<file path="config.mk">
export PLATFORM = sky130hd
export DESIGN_NAME = mem_arbiter32
export DESIGN_NICKNAME = d
export VERILOG_FILES = /design/src/rtl/mem_arbiter32.sv
export SDC_FILE = /design/constraint.sdc
export NUM_CORES = 1
export LEC_CHECK = 0
export ABC_AREA = 1
export ABC_CLOCK_PERIOD_IN_PS = 2500
export CAP_MARGIN = 20
export CORE_MARGIN = 2
export CORE_UTILIZATION = 30
export DETAILED_ROUTE_END_ITERATION = 10
export GPL_ROUTABILITY_DRIVEN = 1
export PLACE_DENSITY_LB_ADDON = 0.3
export REMOVE_ABC_BUFFERS = 1
export SYNTH_ARGS = -nofsm -noshare
export SYNTH_HDL_FRONTEND = slang
export SYNTH_SLANG_ARGS = --single-unit
</file>
<file path="constraint.sdc">
create_clock -name clk -period 2.5 [get_ports clk]
set_input_delay 0.75 -clock clk [delete_from_list [all_inputs] [get_ports clk]]
set_output_delay 0.75 -clock clk [all_outputs]
set_load 0.02 [all_outputs]
</file>
<file path="src/rtl/mem_arbiter32.sv">
// +----------------------------------------------------------------------+
// | mem_arbiter32 : two-port arbiter (LSU / fetch) onto one 32-bit memory |
// | Rev 1.0                                                               |
// +----------------------------------------------------------------------+
`default_nettype none

package memory_io_pkg;
  typedef struct packed {
    logic        valid;
    logic [31:0] addr;
    logic [31:0] data;
    logic [3:0]  do_read;
    logic [3:0]  do_write;
    logic [3:0]  user_tag;
  } memory_io_req32;

  typedef struct packed {
    logic        valid;
    logic [31:0] data;
    logic [3:0]  user_tag;
  } memory_io_rsp32;
endpackage

module mem_arbiter32
  import memory_io_pkg::*;
#(
  parameter int PRIORITY_MODE = 0,
  parameter int STARVE_LIMIT  = 4,
  parameter int CNT_W         = 32
) (
  input  logic           clk,
  input  logic           reset,
  input  memory_io_req32 req0,
  output logic           req0_ready,
  output memory_io_rsp32 rsp0,
  input  memory_io_req32 req1,
  output logic           req1_ready,
  output memory_io_rsp32 rsp1,
  output memory_io_req32 mem_req,
  input  memory_io_rsp32 mem_rsp,
  output logic [CNT_W-1:0] grant_cnt0,
  output logic [CNT_W-1:0] grant_cnt1,
  output logic           err_unexpected_rsp
);

  localparam logic [3:0] c_STARVE_MAX = 4'(STARVE_LIMIT);

  logic             w_act0, w_act1, w_null0, w_null1;
  logic             w_grant0, w_grant1;
  memory_io_req32   r_mem_req;
  logic             r_own0_valid, r_own0_port;
  logic             r_own1_valid, r_own1_port;
  logic             r_last_grant;
  logic [3:0]       r_starve_cnt;
  logic [CNT_W-1:0] r_grant_cnt0, r_grant_cnt1;
  logic [1:0]       r_drain_cnt;
  logic             r_err;

  assign w_act0  = req0.valid && ((|req0.do_read) || (|req0.do_write));
  assign w_act1  = req1.valid && ((|req1.do_read) || (|req1.do_write));
  assign w_null0 = req0.valid && !w_act0;
  assign w_null1 = req1.valid && !w_act1;

  always_comb begin
    w_grant0 = 1'b0;
    w_grant1 = 1'b0;
    if (w_act0 && w_act1) begin
      if (PRIORITY_MODE == 0) begin
        // r_last_grant==1 means port 1 won last, so port 0 goes next
        if (r_last_grant) w_grant0 = 1'b1;
        else              w_grant1 = 1'b1;
      end else if (r_starve_cnt == c_STARVE_MAX) begin
        w_grant1 = 1'b1;
      end else begin
        w_grant0 = 1'b1;
      end
    end else if (w_act0) begin
      w_grant0 = 1'b1;
    end else if (w_act1) begin
      w_grant1 = 1'b1;
    end
  end

  // Null requests are consumed immediately without touching the memory
  assign req0_ready = reset && (w_grant0 || w_null0);
  assign req1_ready = reset && (w_grant1 || w_null1);

  always_ff @(posedge clk) begin
    if (!reset) begin
      r_mem_req    <= '0;
      r_own0_valid <= 1'b0;
      r_own0_port  <= 1'b0;
      r_own1_valid <= 1'b0;
      r_own1_port  <= 1'b0;
      r_last_grant <= 1'b1;
      r_starve_cnt <= 4'd0;
      r_grant_cnt0 <= '0;
      r_grant_cnt1 <= '0;
      r_drain_cnt  <= 2'd2;
      r_err        <= 1'b0;
    end else begin
      if (w_grant0) begin
        r_mem_req       <= req0;
        r_mem_req.valid <= 1'b1;
      end else if (w_grant1) begin
        r_mem_req       <= req1;
        r_mem_req.valid <= 1'b1;
      end else begin
        r_mem_req <= '0;
      end

      r_own0_valid <= w_grant0 || w_grant1;
      r_own0_port  <= w_grant1;
      r_own1_valid <= r_own0_valid;
      r_own1_port  <= r_own0_port;

      if (w_grant0 || w_grant1) r_last_grant <= w_grant1;

      if (PRIORITY_MODE == 0) begin
        r_starve_cnt <= 4'd0;
      end else if (w_grant1) begin
        r_starve_cnt <= 4'd0;
      end else if (w_act1 && (r_starve_cnt != c_STARVE_MAX)) begin
        r_starve_cnt <= r_starve_cnt + 4'd1;
      end

      if (w_grant0) r_grant_cnt0 <= r_grant_cnt0 + 1'b1;
      if (w_grant1) r_grant_cnt1 <= r_grant_cnt1 + 1'b1;

      // Responses still in flight from before reset are dropped silently
      if (r_drain_cnt != 2'd0) r_drain_cnt <= r_drain_cnt - 2'd1;
      if (mem_rsp.valid && !r_own1_valid && (r_drain_cnt == 2'd0)) r_err <= 1'b1;
    end
  end

  always_comb begin
    rsp0 = '0;
    rsp1 = '0;
    if (reset && r_own1_valid) begin
      if (r_own1_port) rsp1 = mem_rsp;
      else             rsp0 = mem_rsp;
    end
  end

  assign mem_req            = r_mem_req;
  assign grant_cnt0         = r_grant_cnt0;
  assign grant_cnt1         = r_grant_cnt1;
  assign err_unexpected_rsp = r_err;

endmodule

`default_nettype wire

</file>
==> results by group, run 1 <==
Timing
  • Final setup viols: 1
  • Max frequency: 396 MHz
  • Relative slew slack: 51.5%
  • Worst hold margin: 410 ps
  • Final Max Slew Viols: 0
  • Fin crit share: 101%
  • TNS Setup: -23.9 ps
  • Final Skew: 14.2 ps
  • Worst slew pin tran: ~730 ps
  • RSZ-0062 raised after global routing: true
  • Period minus WS final: about 2500 ps
  • Final Hold Viols: 0
  • Final worst slack: -23.9 ps

Power
  • Sw frac: around 27%
  • Peak supply drop: 375 µV
  • Sequential Power Share: 38.5%
  • PD cells: 506 nW/µm²
  • Clk network pwr share: 44.0%
  • Pleak: 5.29 nW
  • Sw power: 1.75 mW
  • Combinational share of power: 17.5%
  • Internal Power: 4.75 mW

Route
  • WL final: around 32000 µm
  • DR vias/cell: 4.63
  • ANT nets after route: 0
  • DRC errors left: 0
  • Vias: 9145
  • Pre-Repair DR Iteration Count: 5
  • Starting DRT DRC Count: 526
  • Drt wl/cell: 16.0 µm

Critical path
  • CP Buf/Inv Count: 3
  • Critical Path Max Stage Delay: roughly 170 ps
  • CP delay by family, top: simple AND/OR/NAND/NOR gates
  • Startpoint Class: input port
  • CP max stage cell: clkdlybuf4s15_1
  • Critical path arrival: 1770 ps
  • CP Class: in2out
  • Critical Path Fanout Max: 3
  • Worst Path Required: approximately 1800 ps
  • Worst setup EP type: primary output
  • CP dominant cell by count: nand2_2
  • Cells along the critical path: clkdlybuf4s15_1, inv_2, nand2_2, nor2_4, nand2_2, nand3_2, nand2_2, a21oi_4, buf_6

Yosys
  • XOR/XNOR Fraction of Synth Area: 3.10%
  • EDFF count, synth: 0
  • Largest family of logic cells by synthesized area: simple AND/OR/NAND/NOR gates
  • Post-Syn Area per Cell: 6.38 µm²
  • Distinct cells, synth: 31
  • Post-synth top flop: dfxtp_1
  • Seq/Total Area, Yosys: 38.8%
  • Largest cells by area after synthesis: dfxtp_1 39%, nand2_1 22%, nand3_1 7.4%
  • Cells after Synth: 1198
  • Synth top cells by count: 439 x nand2_1, 148 x dfxtp_1, 133 x nor2_1, 113 x nand3_1, 97 x inv_1
  • Compound-Gate Fraction of Synth Area: 5.03%
  • Synth Area in Adders: less than 1%
  • Top-count cell post-synth: nand2_1
  • Post-synthesis mux area share: 0%
  • Ys async rst share: 0%
  • Yosys Warn Count: 0
  • Leading area contributor after synthesis: dfxtp_1
  • Simple-gate share of the synthesized area: 43.2%
  • Share of the synthesized area in the top cell type: 38.8%
  • Synth Cell Area: roughly 7600 µm²
  • Seq cells post-synth: 148

Floorplan
  • Core area: 25100 µm²
  • Starting density of the core: 30.4%
  • I/O Pins: 411
  • Die Y-Extent: between 150 and 200 µm
  • Die area: about 27000 µm²
  • Core Rows: just under 60
  • Die width: 164 µm

Clock tree
  • CTS max path bufs: 2
  • Worst-Skew Late Latency: 430 ps
  • CTS tree: yes
  • CTS Sinks: 148
  • TritonCTS Buffers: 17
  • Clock root cell: clkbuf_16
  • Worst-path clk slew: 60 ps
  • CTS H-tree lvls: 4
  • CTS Hold Bufs: 0

Layout
  • Multi-input gate area: 4120 µm²
  • Share of cells above drive strength 1: 14.3%
  • Fin nets: 1828
  • Synthesis-to-layout area growth: 68.1%
  • Seq. cell area: between 2000 and 3000 µm²
  • Filler cells: about 2500

Placement
  • Input/output buffers: 410
  • DP HPWL: 23800 µm
  • Final GP Congestion: 0.876
  • Worst slack, placed: -997 ps

Global route
  • Largest net degree at the start of global routing: 63
  • Vias in the first global route: 8549
  • Antenna violations before repair: 3
  • GRT Total Usage: 22.6%
  • Gr ovfl total: 0
  • First-pass GRT wire length: 47000 µm

Outcome
  • Failing checks: setup timing
  • Outcome: complete, but fails checks

Worst hold path
  • HP Class: reg2reg

Run
  • Number of max-cap violations: 0
[path summary, 6_finish.rpt]
check,startpoint,endpoint,slack [ps],cells past startpoint
min,r_own0_port,r_own1_port,410,2
max reg2reg,r_last_grant,mem_req[57],640,10
max,req1[11],req0_ready,-20,9
min reg2reg,r_own0_port,r_own1_port,410,2
[state kept, by name, summed over array words and instances, names as in the netlist]
register,cells
r_drain_cnt,2
mem_req,77
r_own1_port,1
r_own1_valid,1
r_last_grant,1
err_unexpected_rsp,1
grant_cnt1,32
r_own0_port,1
grant_cnt0,32
[power by group through the flow]
stage	clock [mW]	combinational (mW)	sequential [mW]
4_1_cts	2.93	1.14	2.50
3_3_place_gp	0	1.12	2.56
3_5_place_dp	0	1.13	2.56
6_report	2.86	1.14	2.50
5_1_grt	3.03	1.22	2.51
2_1_floorplan	0	0.266	2.68
[metal layers]
layer | global-route usage (%) | wire, µm
met1 | 26.3 | 12900
met2 | 40.5 | 15900
met3 | 4.67 | 1900
met4 | 8.89 | 1030
met5 | 0 | 13
[through the flow]
stage	instance area, µm²	std cells	util [%]	total power, mW
detailed placement	12300	1933	48.9	3.69
finish	12800	1977	51.2	6.50
global route	12800	1977	51.2	6.76
floorplan	7300	1141	-	2.95
global placement	12300	1933	48.9	3.67
CTS	13100	1971	52.0	6.58
[worst register-to-register path: cells and delay by family, from the launching register on]
family | cells | cell delay, ps
buffers and inverters | 5 | 850
AND/OR/NAND/NOR | 5 | 620
flip-flops | 1 | 340
[cells by family (layout without fill, tap and decap cells)]
kind of cell,Yosys count,in the layout
other,0,2
AND/OR/NAND/NOR,788,788
AO/OA/AOI/OAI,74,74
buffers and inverters,158,605
adder cells (fa/ha/maj),3,3
flip-flops,148,148
XOR/XNOR,27,27
[cells in the final DEF, fill, tap and decap left out, types with 4 or more instances in the layout]
master	instances
nand3_1	110
clkbuf_16	17
dfxtp_1	148
nand3b_1	7
nand4_1	7
xor2_1	17
clkdlybuf4s50_1	313
clkdlybuf4s15_2	9
buf_12	8
buf_2	54
clkbuf_2	17
inv_1	89
buf_4	59
nor3_2	5
nand2_1	433
o21ai_0	9
inv_2	11
nor2_2	8
nor2_4	7
xnor2_1	10
nor2_1	124
o21ai_1	7
bufinv_16	4
nor3_1	70
nand2_2	8
a21oi_1	51
buf_6	7
[what timing repair did]
item | CTS | global route
gates cloned | 0 | 0
setup endpoints to repair | 79 | 81
resized for setup | 354 | 92
pin swaps | 19 | 23
buffers inserted | 7 | 4
[final cells by class]
class                   count  share of cell area, %
inverters                 101                   2.95
clock buffers              17                   3.31
diodes                      2                 0.0390
multi-input cells         892                   32.1
repair buffers            472                   33.6
flip-flops and latches    148                   23.1
clock inverters            15                   1.69
well taps                 330                   3.21
(Power assumes the default switching activity.)
==> run 2, diff against run 1 <==
--- a/config.mk
+++ b/config.mk
@@ -12,7 +12,6 @@
 export CORE_UTILIZATION = 30
 export DETAILED_ROUTE_END_ITERATION = 10
 export GPL_ROUTABILITY_DRIVEN = 1
-export PLACE_DENSITY_LB_ADDON = 0.3
 export REMOVE_ABC_BUFFERS = 1
 export SYNTH_ARGS = -nofsm -noshare
 export SYNTH_HDL_FRONTEND = slang
==> results by group, run 2 (synthesis gave the netlist of run 1 again) <==
Layout
  • Max reg flops: 77
  • Final core occ: ~51%
  • Synthesis-to-layout area growth: 66.9%
  • Fin nets: 1830
  • Commonest non-fill, non-tap cell in the layout: nand2_1
  • Share of cells above drive strength 1: 14.1%
  • Final Instance Area: 12700 µm²
  • Commonest non-fill, non-tap cells in the layout: 433 x nand2_1, 314 x clkdlybuf4s50_1, 148 x dfxtp_1

Global route
  • Largest net degree at the start of global routing: 89
  • First-pass GRT wire length: 48500 µm
  • Busiest layer in global routing: met2
  • GRT Total Usage: 23.6%
  • Global routing usage on met2: 40.5%
  • GRT met1 Usage: just under 30%
  • Met3 Usage GRT: 6.04%
  • Gr ovfl total: 0
  • Vias in the first global route: 8612
  • Antenna violations before repair: 4

Run
  • Number of max-cap violations: 0

Critical path
  • Worst r2r path cells: 13
  • Startpoint Class: input port
  • R2R setup slack: 500 ps
  • CP Class: in2out
  • Worst Path Required: approximately 1800 ps
  • Cells along the critical path: clkdlybuf4s50_1, inv_1, nor3_1, buf_2
  • CP max stage cell: clkdlybuf4s50_1
  • Critical Path Fanout Max: 2
  • Worst setup EP type: primary output
  • Critical path arrival: 1740 ps
  • RR Startpoint: r_last_grant
  • Worst R2R End: grant_cnt0[2]
  • Critical Path Max Stage Delay: 490 ps

Timing
  • Fin crit share: 99.5%
  • Final Skew: 12.8 ps
  • Final Hold Viols: 0
  • Max frequency: 402 MHz
  • Final Max Slew Viols: 0
  • TNS Setup: 0 ps
  • Worst slew pin tran: roughly 1000 ps
  • Period minus WS final: 2490 ps
  • Worst hold margin: 415 ps
  • Final setup viols: 0
  • Relative slew slack: 31.0%

Floorplan
  • Die Y-Extent: 164 µm
  • Core area: 25100 µm²
  • Starting density of the core: 30.4%
  • Die area: 26800 µm²
  • I/O Pins: 411
  • Core Rows: 58
  • Die width: 164 µm

Route
  • ANT nets after route: 0
  • Pre-Repair DR Iteration Count: 5
  • WL final: about 33000 µm
  • Drt wl/cell: 16.7 µm
  • Starting DRT DRC Count: 453
  • DR vias/cell: approximately 4.6
  • Vias: 9088
  • DRC errors left: 0

Clock tree
  • CTS max path bufs: 2
  • Clock root cell: clkbuf_16
  • CTS Hold Bufs: 0
  • CTS H-tree lvls: 4
  • Worst-path clk slew: roughly 60 ps
  • CTS Sinks: 148
  • CTS tree: yes
  • Worst-Skew Late Latency: 430 ps
  • TritonCTS Buffers: 17

Power
  • Pleak: between 5 and 6 nW
  • Peak supply drop: 401 µV
  • PD cells: 495 nW/µm²
  • Total Power: 6.31 mW

Placement
  • Input/output buffers: 410
  • DP HPWL: 24400 µm
  • Final GP Congestion: 0.881
  • Placed standard-cell area: 12200 µm²

Outcome
  • Outcome: finished clean

Worst hold path
  • Worst Hold Depth: 2
  • Hold Path Sink: r_own1_port
  • Hold Crit Start: r_own0_port
  • HP Class: reg2reg
==> run 2: cell count changes in the layout (fill, tap and decap cells not counted), sizes merged <==
cell           delta
dlygate4sd2       -1
clkdlybuf4s15     -2
clkdlybuf4s50     +1
clkinv            -1
inv               +4
clkinvlp          -1
buf               +5
bufinv            -3
==> run 2: worst max path at each step <==
stage / from / endpoint / cells after the start
finish: mem_rsp[9] / rsp0[9] / 4
global route: mem_rsp[6] / rsp1[6] / 5
CTS: mem_rsp[14] / rsp0[14] / 4
detailed placement: mem_rsp[10] / rsp0[10] / 4
global placement: mem_rsp[9] / rsp1[9] / 4
floorplan: reset / rsp0[0] / 2
==> run 2: cell type report <==
| cell class | count | area [µm²] |
|---|---|---|
| Inverter | 101 | 384 |
| Fill cell | 2558 | 12400 |
| Tap cell | 330 | 413 |
| Antenna cell | 2 | 5.00 |
| Multi-Input combinational cell | 892 | 4080 |
| Sequential cell | 148 | 2960 |
| Timing Repair Buffer | 474 | 4310 |
| Clock buffer | 18 | 429 |
| Clock inverter | 14 | 160 |
==> run 2: worst max-delay path, delay by kind of cell <==
| family | cells | cell delay [ps] |
|---|---|---|
| buffers and inverters | 3 | 810 |
| AND/OR/NAND/NOR | 1 | 180 |
==> run 2: layer usage <==
metal  share of wire (%)  vias to the layer above
met3                 6.9                       45
met4                 1.9                        4
met5               0.091                        -
met1                  43                     4100
li1                    -                     4656
met2                  48                      283
==> run 2: repair_timing <==
item,4_1_cts,5_1_grt
pin swaps,20,17
cloned,0,2
endpoints found under the setup margin,75,154
gates resized for setup,370,88
setup buffers,24,1
==> run 2: where the power goes <==
group	leakage (nW)	internal (mW)	switching (mW)
sequential	1.21	2.47	0.0393
combinational	3.78	0.590	0.573
clock	0.287	1.43	1.21
total	5.28	4.49	1.82
==> run 2: stage by stage <==
stage	std cells	worst slack (ps)
2_1_floorplan	1141	-671
3_3_place_gp	1921	-570
3_5_place_dp	1921	-526
4_1_cts	1975	0.216
5_1_grt	1977	-0.546
6_report	1979	13.7
